==> config.mk <==
export PLATFORM = sky130hd
export DESIGN_NAME = quad_decoder
export DESIGN_NICKNAME = d
export VERILOG_FILES = /design/src/rtl/quad_decoder.sv
export SDC_FILE = /design/constraint.sdc
export NUM_CORES = 1
export LEC_CHECK = 0
export ABC_AREA = 1
export CAP_MARGIN = 20
export CORE_ASPECT_RATIO = 0.8
export CORE_MARGIN = 2
export CORE_UTILIZATION = 45
export CTS_BUF_LIST = sky130_fd_sc_hd__clkbuf_4 sky130_fd_sc_hd__clkbuf_8
export CTS_CLUSTER_SIZE = 14
export DETAILED_ROUTE_END_ITERATION = 10
export GPL_TIMING_DRIVEN = 0
export PLACE_DENSITY = 0.79
export SETUP_SLACK_MARGIN = 0.1
export SKIP_LAST_GASP = 1
export SYNTH_ARGS = -nofsm -noshare
export SYNTH_HDL_FRONTEND = slang
export SYNTH_SLANG_ARGS = --single-unit
==> constraint.sdc <==
create_clock -name clk -period 2.6 [get_ports clk]
set_input_delay 0.26 -clock clk [delete_from_list [all_inputs] [get_ports clk]]
set_output_delay 0.26 -clock clk [all_outputs]
set_load 0.005 [all_outputs]
==> src/rtl/quad_decoder.sv <==
// quad_decoder: turns a two-phase A/B quadrature input into step/dir pulses and a
// wrapping position count. A and B are synchronized and glitch-filtered first.
// Latency: an accepted change updates the outputs SYNC_STAGES+FILTER-1 edges after
// it is first captured. There is no backpressure; edges seen while en=0 are dropped.
//
// Ports:
//   clk, reset   clock; asynchronous active-high reset
//   en           allow accepted transitions to update count/step/dir/err
//   clr          synchronous clear of count (wins over a same-cycle step)
//   err_clr      synchronous clear of err (loses to a same-cycle illegal jump)
//   a_in, b_in   raw phase inputs, asynchronous to clk
//   step         one-cycle pulse per legal transition
//   dir          direction of the last legal step (1 = up)
//   count        BITS-wide position, modulo 2^BITS
//   err          sticky flag for a transition where both phases changed

module quad_decoder #(
  parameter int BITS        = 4,
  parameter int SYNC_STAGES = 2,
  parameter int FILTER      = 2
) (
  input  logic            clk,
  input  logic            reset,
  input  logic            en,
  input  logic            clr,
  input  logic            err_clr,
  input  logic            a_in,
  input  logic            b_in,
  output logic            step,
  output logic            dir,
  output logic [BITS-1:0] count,
  output logic            err
);

  localparam int SW = $clog2(FILTER + 1);
  localparam int WW = $clog2(SYNC_STAGES + 1);
  localparam logic [SW-1:0] FILT_N = SW'(FILTER);
  localparam logic [WW-1:0] WARM_N = WW'(SYNC_STAGES);

  typedef enum logic {S_INIT, S_TRACK} state_t;

  // Position of a phase pair along the up sequence 00 -> 01 -> 11 -> 10.
  function automatic logic [1:0] f_pos(input logic [1:0] ab);
    logic [1:0] p;
    p = 2'd0;
    case (ab)
      2'b00:   p = 2'd0;
      2'b01:   p = 2'd1;
      2'b11:   p = 2'd2;
      default: p = 2'd3;
    endcase
    return p;
  endfunction

  // Synchronizers
  logic [SYNC_STAGES-1:0] r_sync_a;
  logic [SYNC_STAGES-1:0] r_sync_b;
  logic [1:0]             w_ab_s;

  always_ff @(posedge clk or posedge reset) begin
    if (reset) begin
      r_sync_a <= '0;
      r_sync_b <= '0;
    end else begin
      r_sync_a <= {r_sync_a[SYNC_STAGES-2:0], a_in};
      r_sync_b <= {r_sync_b[SYNC_STAGES-2:0], b_in};
    end
  end

  assign w_ab_s = {r_sync_a[SYNC_STAGES-1], r_sync_b[SYNC_STAGES-1]};

  // Filter
  // The zeros loaded into the synchronizer by reset are not pin data. Until the
  // chain has been refilled from the pins the filter ignores ab_s, otherwise it
  // could adopt a phantom 00 and flag an illegal jump to the real pin state.
  logic [WW-1:0] r_warm;
  logic          w_live;
  logic [1:0]    r_cand;
  logic [SW-1:0] r_stab;
  logic          w_same;
  logic [SW-1:0] w_run;
  logic          w_acc;

  assign w_live = (r_warm == WARM_N);
  assign w_same = (w_ab_s == r_cand);
  // Length of the current run of equal samples, counting this edge; saturates.
  assign w_run  = w_same ? ((r_stab == FILT_N) ? FILT_N : r_stab + SW'(1)) : SW'(1);
  // Accept exactly once per stable run, on the sample that completes it.
  assign w_acc  = w_live && (w_run == FILT_N) && !(w_same && (r_stab == FILT_N));

  always_ff @(posedge clk or posedge reset) begin
    if (reset) begin
      r_warm <= '0;
      r_cand <= 2'b00;
      r_stab <= '0;
    end else if (!w_live) begin
      r_warm <= r_warm + WW'(1);
    end else begin
      r_cand <= w_ab_s;
      r_stab <= w_run;
    end
  end

  // Decode state machine
  state_t          r_state;
  state_t          w_state_nxt;
  logic [1:0]      r_filt;
  logic [1:0]      w_filt_nxt;
  logic            r_step;
  logic            w_step_nxt;
  logic            r_dir;
  logic            w_dir_nxt;
  logic [BITS-1:0] r_count;
  logic [BITS-1:0] w_count_nxt;
  logic            r_err;
  logic            w_err_nxt;
  logic [1:0]      w_delta;

  // 1 = forward neighbour, 3 = reverse neighbour, 2 = both bits changed.
  assign w_delta = f_pos(w_ab_s) - f_pos(r_filt);

  always_ff @(posedge clk or posedge reset) begin
    if (reset) begin
      r_state <= S_INIT;
      r_filt  <= 2'b00;
      r_step  <= 1'b0;
      r_dir   <= 1'b1;
      r_count <= '0;
      r_err   <= 1'b0;
    end else begin
      r_state <= w_state_nxt;
      r_filt  <= w_filt_nxt;
      r_step  <= w_step_nxt;
      r_dir   <= w_dir_nxt;
      r_count <= w_count_nxt;
      r_err   <= w_err_nxt;
    end
  end

  always_comb begin
    w_state_nxt = r_state;
    w_filt_nxt  = r_filt;
    w_step_nxt  = 1'b0;
    w_dir_nxt   = r_dir;
    w_count_nxt = r_count;
    w_err_nxt   = r_err;

    // Clear first so that an illegal jump in the same cycle still sets err.
    if (err_clr) begin
      w_err_nxt = 1'b0;
    end

    if (w_acc) begin
      w_filt_nxt = w_ab_s;
      case (r_state)
        S_INIT: begin
          w_state_nxt = S_TRACK;
        end
        S_TRACK: begin
          if (en) begin
            case (w_delta)
              2'd1: begin
                w_step_nxt  = 1'b1;
                w_dir_nxt   = 1'b1;
                w_count_nxt = r_count + BITS'(1);
              end
              2'd3: begin
                w_step_nxt  = 1'b1;
                w_dir_nxt   = 1'b0;
                w_count_nxt = r_count - BITS'(1);
              end
              2'd2: begin
                w_err_nxt = 1'b1;
              end
              default: begin
              end
            endcase
          end
        end
        default: begin
          w_state_nxt = S_INIT;
        end
      endcase
    end

    // clr overrides the count only; step/dir still report the transition.
    if (clr) begin
      w_count_nxt = '0;
    end
  end

  assign step  = r_step;
  assign dir   = r_dir;
  assign count = r_count;
  assign err   = r_err;

endmodule

# After elaboration in Yosys (flattened, before gate mapping)
# Index checks and enable logic that the tools add are counted.
# classes
n_eq_ne	11
n_addsub	5
n_mux	19
reduce_logical	14
# op_table
operator	count
two-way mux 4 bit	4
== test 2 bit, second input constant	7
one-hot mux 2 bit (3 select lines)	2
two-way mux 1 bit	9
one-hot mux 4 bit (2 select lines)	1
AND reduction 4 bit	2
nonzero test 2 bit	4
== test 2 x 1 -> 1 bit, second input constant	3
adder 2 x 1 -> 2 bit, second input constant	2
adder 4 x 1 -> 4 bit, second input constant	1
logical NOT 2 bit	2
two-way mux 2 bit	2
subtractor 4 x 1 -> 4 bit, second input constant	1
logical AND 1 bit	3
nonzero test 3 bit	1
== test 2 bit	1
one-hot mux 1 bit (2 select lines)	1
OR reduction 2 bit	1
subtractor 2 bit	1
logical NOT 1 bit	1
# word_totals
wordCells	60
reg_bits	20
out_inout_bits	7
inputBits	7

# Depth between registers and ports, before layout
# Gate-level depths: netlist of the first run.
# logic_depth
depth_word	9
ltp_mapped	19
mapped_depth_nobuf	19

# Worst setup path before layout of the first run
# No wires, ideal clock.
# synth_path
path_kind	register to register
start	register r_sync_a[1]
end	register r_count[3] (netlist: count[3])
n_path_buf	0
t_arrival_ns	2.019
period_less_slack_ns	2.137
setup_slack_ns	0.463
required_ns	2.483
setup_ns	0.117
stages_incl_launch_ff	17
path_cell_list	dfrtp_1 ha_1 ha_1 o21ai_1 nand2_1 nand2_1 nand2_1 nand2_1 inv_2 ha_1 nand2_1 inv_1 nand3_1 nand2_1 nand2_1 nand3_1 nand2_1
# synth_between
elab_chain_len	9
word_cells_on_any_way	22
classes_between	1 x add/sub; 6 x eq/ne; 7 x mux; 8 x reduce/logical
# synth_rtl
item	line	source
start: declaration	56	logic [SYNC_STAGES-1:0] r_sync_a;
start signal: assignment	65	r_sync_a <= {r_sync_a[SYNC_STAGES-2:0], a_in};
== test 2 bit (tied with other cells)	46	case (ab)
one-hot mux 2 bit (3 select lines)	46	
subtractor 2 bit	120	assign w_delta = f_pos(w_ab_s) - f_pos(r_filt);
== test 2 bit or == test 2 x 1 -> 1 bit (tied branches)	161	case (w_delta)
one-hot mux 4 bit (2 select lines)	161	
two-way mux 4 bit	160	if (en) begin
two-way mux 4 bit	155	case (r_state)
two-way mux 4 bit	153	if (w_acc) begin
two-way mux 4 bit	187	if (clr) begin
end signal: assignment	135	r_count <= w_count_nxt;
end: declaration	113	logic [BITS-1:0] r_count;
# Several ways; a longest one is shown, not always the timed one. The select of a mux whose other input is x is not followed.
# A chain may end at the register's enable or synchronous reset.

# Final worst setup path of the first run
# Ends and elaborated chain as after synthesis.

==> flow_metrics.tcl, run 1 <==
set metrics [dict create \
    ys_seq_area_share_pct 46.5 \
    drive_above_1_share_pct 15.3 \
    finalSetupViolations 0 \
    cts_made_buffers 3 \
    outcome "finished with violations" \
    final.setup.tns_ns 0 \
    cts.repair_timing.setup_buffer_count 0 \
    ios 14 \
    kind_of_critical_path "flip-flop to flip-flop" \
    clkLatencyLatePin_ns 0.30 \
    gr-total-overflow 0 \
    postRouteWirelength_mm 1.80 \
    syn_nets 137 \
    pre_repair_dr_iteration_count 7 \
    cap_violations 0 \
    layout.cells.non_filler 162 \
    gp_routability_congestion 0.763 \
    dpl_worst_slack_ns 0.243 \
    grt_antenna_before_repair 0 \
    clockBufferDepth 2 \
    power.static_leakage_uw 0.000690 \
    pwr-share-clk_pct 24.1 \
    timing.critical_path.mode_cell "sky130_fd_sc_hd__nand2_1" \
    final_area_mm2 0.00131 \
    worst_ir_drop_vdd_uv 412 \
    postPlaceCellArea_mm2 0.00124 \
    p_comb_share_pct 39.2 \
    average_instance_area_after_synthesis_um2 9.00 \
    power.internal_uw 678 \
    largest_stage_delay_on_the_critical_path_ns 0.46 \
    cts.hold.buffers_added 0 \
    violations "design-rule violations" \
    final.period_utilization_pct 87.4 \
    netlist_area_mm2 0.00108 \
    ctsRootBufferMaster "sky130_fd_sc_hd__clkbuf_4" \
    end_kind "flip-flop" \
    synth.distinct_cells 25 \
    fp.dieArea_mm2 0.00281 \
    initial_utilization_pct 48.8 \
    reg_clk_slew_reported_paths_ns 0.12 \
    vertical_die_dimension_um 47.8 \
    clock.fmax_ghz 0.440 \
    arrival_ns 2.47 \
    final.min_clock_period_ns 2.27 \
    synth_ff_type "sky130_fd_sc_hd__dfrtp_1" \
    final_net_count 155 \
    crit_required_ns 2.80 \
    placeableCoreArea_mm2 0.00221 \
    tritoncts "done" \
    ys_async_sr_fraction_pct 100 \
    postSynthRegisterBits 20 \
    placed_cells_incl_taps 158 \
    worst-slew-pin-transition_ns 0.729 \
    grtUsageTotal_pct 15.5 \
    dp_hpwl_mm 1.44 \
    grt_first_pass_wirelength_mm 3.19 \
    h-tree-depth 1 \
    critical_path.max_fanout 5 \
    pin_count_of_the_biggest_net_entering_global_routing 21 \
    net-switching-power_uw 365 \
    synth-edff-count 0 \
    floorplan.die.width_um 58.8 \
    ant_nets 0 \
    num_rows 15 \
    drt_drc_violations_left 1 \
    layout-area-overhead-vs-synth_pct 21.3 \
    cts.repair.resized 0 \
    seq_power_share_pct 36.7 \
    relSlewSlack_pct 51.4 \
    power.total_uw 1040 \
    grt_pass1_vias 746 \
    routed_wire_length_per_instance_um 11.1 \
    yosys_warnings 0 \
    hold_viol_final 0 \
    routed_via_density 4.92 \
    unrepaired_setup_endpoints_after_global_routing "false" \
    critPathSlowestCell "sky130_fd_sc_hd__dfrtp_2" \
    layout_setup_ws_ns 0.327 \
    sw_frac_of_total_pct 35.0 \
    slew_viol_final 0 \
    port-buffer-count 13 \
    critical_path.cell_chain "ha_1, ha_1, o21ai_1, nand2_1, nand2_1, nand2_1, nand2_2, inv_2, ha_4, nand2_1, inv_1, nand3_1, nand2_1, nand2_1, nand3_1, nand2_1" \
    syn-instance-count 120 \
    clock-skew-final_ns 0.00724 \
    holdCritPathClass "input pin to async pin" \
    pwr_density_cell_mw_per_mm2 796 \
    dr.first_iter.drc_count 27 \
    antenna_cells 0 \
    worst_setup_path_start_kind "flip-flop" \
    detailroute.via_count 797 \
    cts.sink_count 20 \
]
[placed cells by master, fill, tap and decap left out]
cell / Yosys / routed
sky130_fd_sc_hd__nand2_1: 28 / 27
sky130_fd_sc_hd__inv_1: 22 / 22
sky130_fd_sc_hd__dfrtp_1: 19 / 18
sky130_fd_sc_hd__clkdlybuf4s50_1: 0 / 13
sky130_fd_sc_hd__ha_1: 10 / 9
sky130_fd_sc_hd__nand3_1: 7 / 7
sky130_fd_sc_hd__nor2_1: 6 / 6
sky130_fd_sc_hd__xnor2_1: 3 / 3
sky130_fd_sc_hd__nor2_4: 3 / 3
sky130_fd_sc_hd__o21ai_0: 3 / 3
sky130_fd_sc_hd__clkbuf_4: 0 / 3
sky130_fd_sc_hd__nand2_2: 1 / 2
sky130_fd_sc_hd__inv_2: 2 / 2
sky130_fd_sc_hd__a21oi_1: 2 / 2
sky130_fd_sc_hd__o22ai_1: 2 / 2
sky130_fd_sc_hd__buf_4: 1 / 1
sky130_fd_sc_hd__nand2_4: 1 / 1
sky130_fd_sc_hd__nand3_2: 1 / 1
sky130_fd_sc_hd__nor2_2: 1 / 1
sky130_fd_sc_hd__mux2_4: 1 / 1
sky130_fd_sc_hd__a22o_1: 1 / 1
sky130_fd_sc_hd__o21ai_1: 1 / 1
sky130_fd_sc_hd__xor2_1: 1 / 1
sky130_fd_sc_hd__nand4_1: 1 / 1
sky130_fd_sc_hd__or2_2: 1 / 1
sky130_fd_sc_hd__mux2_2: 1 / 1
sky130_fd_sc_hd__ha_4: 0 / 1
sky130_fd_sc_hd__bufinv_16: 0 / 1
sky130_fd_sc_hd__dfstp_2: 1 / 1
sky130_fd_sc_hd__dfrtp_2: 0 / 1
[kinds of logic (layout without fill, tap and decap cells)]
| group | after synthesis | in the layout | synth area share (%) |
|---|---|---|---|
| AND/OR/NAND/NOR | 50 | 50 | 22.5 |
| buffers and inverters | 25 | 42 | 9.04 |
| flip-flops | 20 | 20 | 46.5 |
| adder cells (fa/ha/maj) | 10 | 10 | 11.6 |
| AO/OA/AOI/OAI | 9 | 9 | 4.75 |
| XOR/XNOR | 4 | 4 | 3.25 |
| multiplexers | 2 | 2 | 2.43 |
[power groups by stage]
stage / combinational [uW] / sequential, uW / clock, uW
CTS: 390 / 383 / 258
finish: 409 / 382 / 252
detailed placement: 385 / 389 / 0
global route: 484 / 387 / 276
floorplan: 283 / 384 / 0
global placement: 363 / 386 / 0
[flip-flops by register name, indices dropped and copies added (netlist names)]
name	cells
dir	1
r_sync_a	2
r_stab	2
err	1
r_state	1
r_filt	2
r_warm	2
step	1
r_cand	2
count	4
r_sync_b	2
[path summary, 6_finish.rpt]
path	from	endpoint	slack [ns]	cells past startpoint
hold / removal	reset	r_cand[0]	0.36	2
setup / recovery	r_sync_a[1]	count[3]	0.33	16
hold reg to reg	r_sync_b[0]	r_sync_b[1]	0.37	0
min in group clk	r_sync_b[0]	r_sync_b[1]	0.37	0
setup reg to reg	r_sync_a[1]	count[3]	0.33	16
max in group asynchronous	reset	r_sync_a[1]	1.73	2
[synth_stat cells (2+ instances only)]
cell                      count  area share [%]
sky130_fd_sc_hd__dfrtp_1     19              44
sky130_fd_sc_hd__a21oi_1      2            0.93
sky130_fd_sc_hd__o21ai_0      3             1.4
sky130_fd_sc_hd__nor2_1       6             2.1
sky130_fd_sc_hd__nand2_1     28             9.7
sky130_fd_sc_hd__inv_2        2            0.70
sky130_fd_sc_hd__o22ai_1      2             1.2
sky130_fd_sc_hd__nand3_1      7             3.2
sky130_fd_sc_hd__ha_1        10              12
sky130_fd_sc_hd__inv_1       22             7.6
sky130_fd_sc_hd__nor2_4       3             3.1
sky130_fd_sc_hd__xnor2_1      3             2.4
[metrics by stage]
stage | hold slack, ns | utilization [%]
floorplan | 0.223 | -
global placement | 0.332 | 56.0
detailed placement | 0.345 | 56.0
CTS | 0.372 | 58.4
global route | 0.358 | 59.2
finish | 0.365 | 59.2
[cell type report]
cell class                 instances  area (um2)
fill                             195         905
buffer                             1        7.51
clock buffer                       3        22.5
inverter                          24        90.1
clock inverter                     1        30.0
timing repair buffer              13         130
multi-input combinational         75         495
tap                               25        31.3
sequential                        20         503
[metal layers]
layer  GRT usage [%]  share of wire (%)  vias up
li1                -                  -      404
met1            20.6                 45      371
met2            25.6                 48       20
met3            5.14                6.2        2
met4            2.73               0.67        0
met5               0                  0        -
[critical path, delay by kind of cell, from the launching register on]
kind                       cells  cell delay, ns
DFF                            1            0.46
buffers and inverters          2            0.11
and+or+nand+nor               10            0.72
AOI/OAI and AO/OA              1            0.10
adders and majority gates      3            0.80
No activity file was read; power rests on OpenSTA's default activity.
==> run 2: changes to the inputs <==
Settings changed: SETUP_SLACK_MARGIN 0.1 to 0.15.
==> run 2 against run 1 <==
The run now ends clean. First-iteration DRC count decreased by 52%. Cell area up 0.57%. Sequential share of layout area shrank 0.22 points. Via count up 1.1%. Flip-flop and latch count unchanged. Setup slack lost 0.017 ns.
==> flow_metrics.tcl, run 2 (same netlist as run 1, synthesis figures left out) <==
set metrics [dict create \
    timing.critical_path.mode_cell "sky130_fd_sc_hd__nand2_1" \
    cts.sink_count 20 \
    grtUsageTotal_pct 15.5 \
    sw_frac_of_total_pct 34.8 \
    r2r_cells 16 \
    dr.first_iter.drc_count 13 \
    unrepaired_setup_endpoints_after_global_routing "false" \
    finalSetupViolations 0 \
    antenna_cells 0 \
    hold_viol_final 0 \
    tritoncts "done" \
    final.period_utilization_pct 88.1 \
    final.min_clock_period_ns 2.29 \
    drive_above_1_share_pct 16.7 \
    critical_path.cell_chain "ha_1, ha_1, o21ai_1, nand2_1, nand2_1, nand2_1, nand2_2, inv_2, ha_4, nand2_1, inv_1, nand3_1, nand2_1, nand2_1, nand3_1, nand2_1" \
    clock-skew-final_ns 0.00874 \
    pin_count_of_the_biggest_net_entering_global_routing 21 \
    vertical_die_dimension_um 47.8 \
    reg_clk_slew_reported_paths_ns 0.12 \
    relSlewSlack_pct 51.4 \
    routed_via_density 4.94 \
    cts.hold.buffers_added 0 \
    outcome "finished, final reports clean" \
    ant_nets 0 \
    slew_viol_final 0 \
    critPathBufInv 2 \
    postRouteWirelength_mm 1.82 \
    holdCritPathClass "input pin to async pin" \
    placeableCoreArea_mm2 0.00221 \
    regToRegStartpoint "r_sync_a[1]" \
    p_comb_share_pct 40.4 \
    worst_setup_path_start_kind "flip-flop" \
    dp_hpwl_mm 1.44 \
    floorplan.die.width_um 58.8 \
    filler_cell_count 193 \
    cts_made_buffers 3 \
    cap_violations 0 \
    port-buffer-count 13 \
    layout-area-overhead-vs-synth_pct 22.0 \
    detailroute.via_count 806 \
    seq_power_share_pct 35.9 \
    ios 14 \
    initial_utilization_pct 48.8 \
    pre_repair_dr_iteration_count 6 \
    gr-total-overflow 0 \
    power.internal_uw 695 \
    num_rows 15 \
    crit_required_ns 2.80 \
    worst_ir_drop_vdd_uv 412 \
    pwr-share-clk_pct 23.7 \
    kind_of_critical_path "flip-flop to flip-flop" \
    grt_pass1_vias 746 \
    drt_drc_violations_left 0 \
    largest_stage_delay_on_the_critical_path_ns 0.46 \
    critical_path.max_fanout 5 \
    layout.core_utilization_pct 59.5 \
    largest_register_ff_count 4 \
    pwr_density_cell_mw_per_mm2 809 \
    final_net_count 156 \
    clockBufferDepth 2 \
    net-switching-power_uw 371 \
    end_kind "flip-flop" \
    cpLargestDelayFamily "adder cells" \
    clock.fmax_ghz 0.437 \
    final.setup.tns_ns 0 \
    routed_wire_length_per_instance_um 11.2 \
    fp.dieArea_mm2 0.00281 \
    clkLatencyLatePin_ns 0.30 \
    critPathSlowestCell "sky130_fd_sc_hd__dfrtp_2" \
    grt_antenna_before_repair 0 \
    power.total_uw 1070 \
    worstReg2RegEnd "count[3]" \
    ctsRootBufferMaster "sky130_fd_sc_hd__clkbuf_4" \
    cp-startpoint "r_sync_a[1]" \
    h-tree-depth 1 \
    power.static_leakage_uw 0.000694 \
    worst-slew-pin-transition_ns 0.729 \
    final_common_cell "sky130_fd_sc_hd__nand2_1" \
    rrSetupSlack_ns 0.31 \
    layout_common_cells "sky130_fd_sc_hd__nand2_1, sky130_fd_sc_hd__inv_1, sky130_fd_sc_hd__dfrtp_1" \
    arrival_ns 2.49 \
    setup.worst_path.end "count[3]" \
    gp_routability_congestion 0.763 \
    grt_first_pass_wirelength_mm 3.19 \
    critical_path_cell_count 16 \
]
[run 2: changes by cell type in the layout (fill, tap and decap cells not counted), sizes merged]
cell,before,now
buf,1,2
[run 2: per-layer routing]
metal,up-vias,track usage [%],routed length [um]
met2,16,25.6,878
met4,0,2.73,12
met3,2,5.14,83
met5,-,0,0
met1,383,20.6,847
li1,405,-,-
[run 2: layout make-up]
class,count,area [um2],share of cell area (%)
clock buffer,3,22.5,1.71
clock inverter,1,30.0,2.28
inverter,24,90.1,6.84
sequential,20,503,38.2
timing repair buffer,14,138,10.4
buffer,1,7.51,0.570
tap,25,31.3,2.37
multi-input combinational,75,495,37.6
[run 2: how the worst min path moves through the flow]
stage | startpoint | to | slack [ns] | cells past startpoint
floorplan | reset | count[0] | 0.22 | 1
detailed placement | r_sync_b[0] | r_sync_b[1] | 0.34 | 0
finish | reset | r_cand[0] | 0.36 | 2
CTS | r_sync_b[0] | r_sync_b[1] | 0.37 | 0
global placement | r_sync_a[0] | r_sync_a[1] | 0.33 | 0
global route | a_in | r_sync_a[0] | 0.36 | 1
[run 2: worst reg2reg max path: cells and delay by family (launching register included)]
family          cells  cell delay (ns)
fa+ha+maj           3             0.80
simple gates       10             0.73
flops               1             0.46
buf+inv             2             0.11
compound gates      1             0.10
[run 2: power by group through the flow]
stage	sequential (uW)	clock (uW)	combinational [uW]
2_1_floorplan	384	0	283
3_3_place_gp	386	0	363
3_5_place_dp	389	0	385
4_1_cts	383	258	390
5_1_grt	388	276	500
6_report	383	252	431
[run 2: timing repair]
item | CTS | global route
gates resized for setup | 0 | 4
buffers inserted | 0 | 1
endpoints found under the hold margin | 0 | 0
endpoints found under the setup margin | 0 | 2
[run 2: per-stage QoR]
stage               instance area, um2  instances  hold WS (ns)  setup WS [ns]
global route                      1320        163         0.358          0.159
global placement                  1240        158         0.332          0.289
CTS                               1290        162         0.372          0.217
floorplan                         1080        120         0.223          0.463
finish                            1320        163         0.363          0.310
detailed placement                1240        158         0.345          0.243
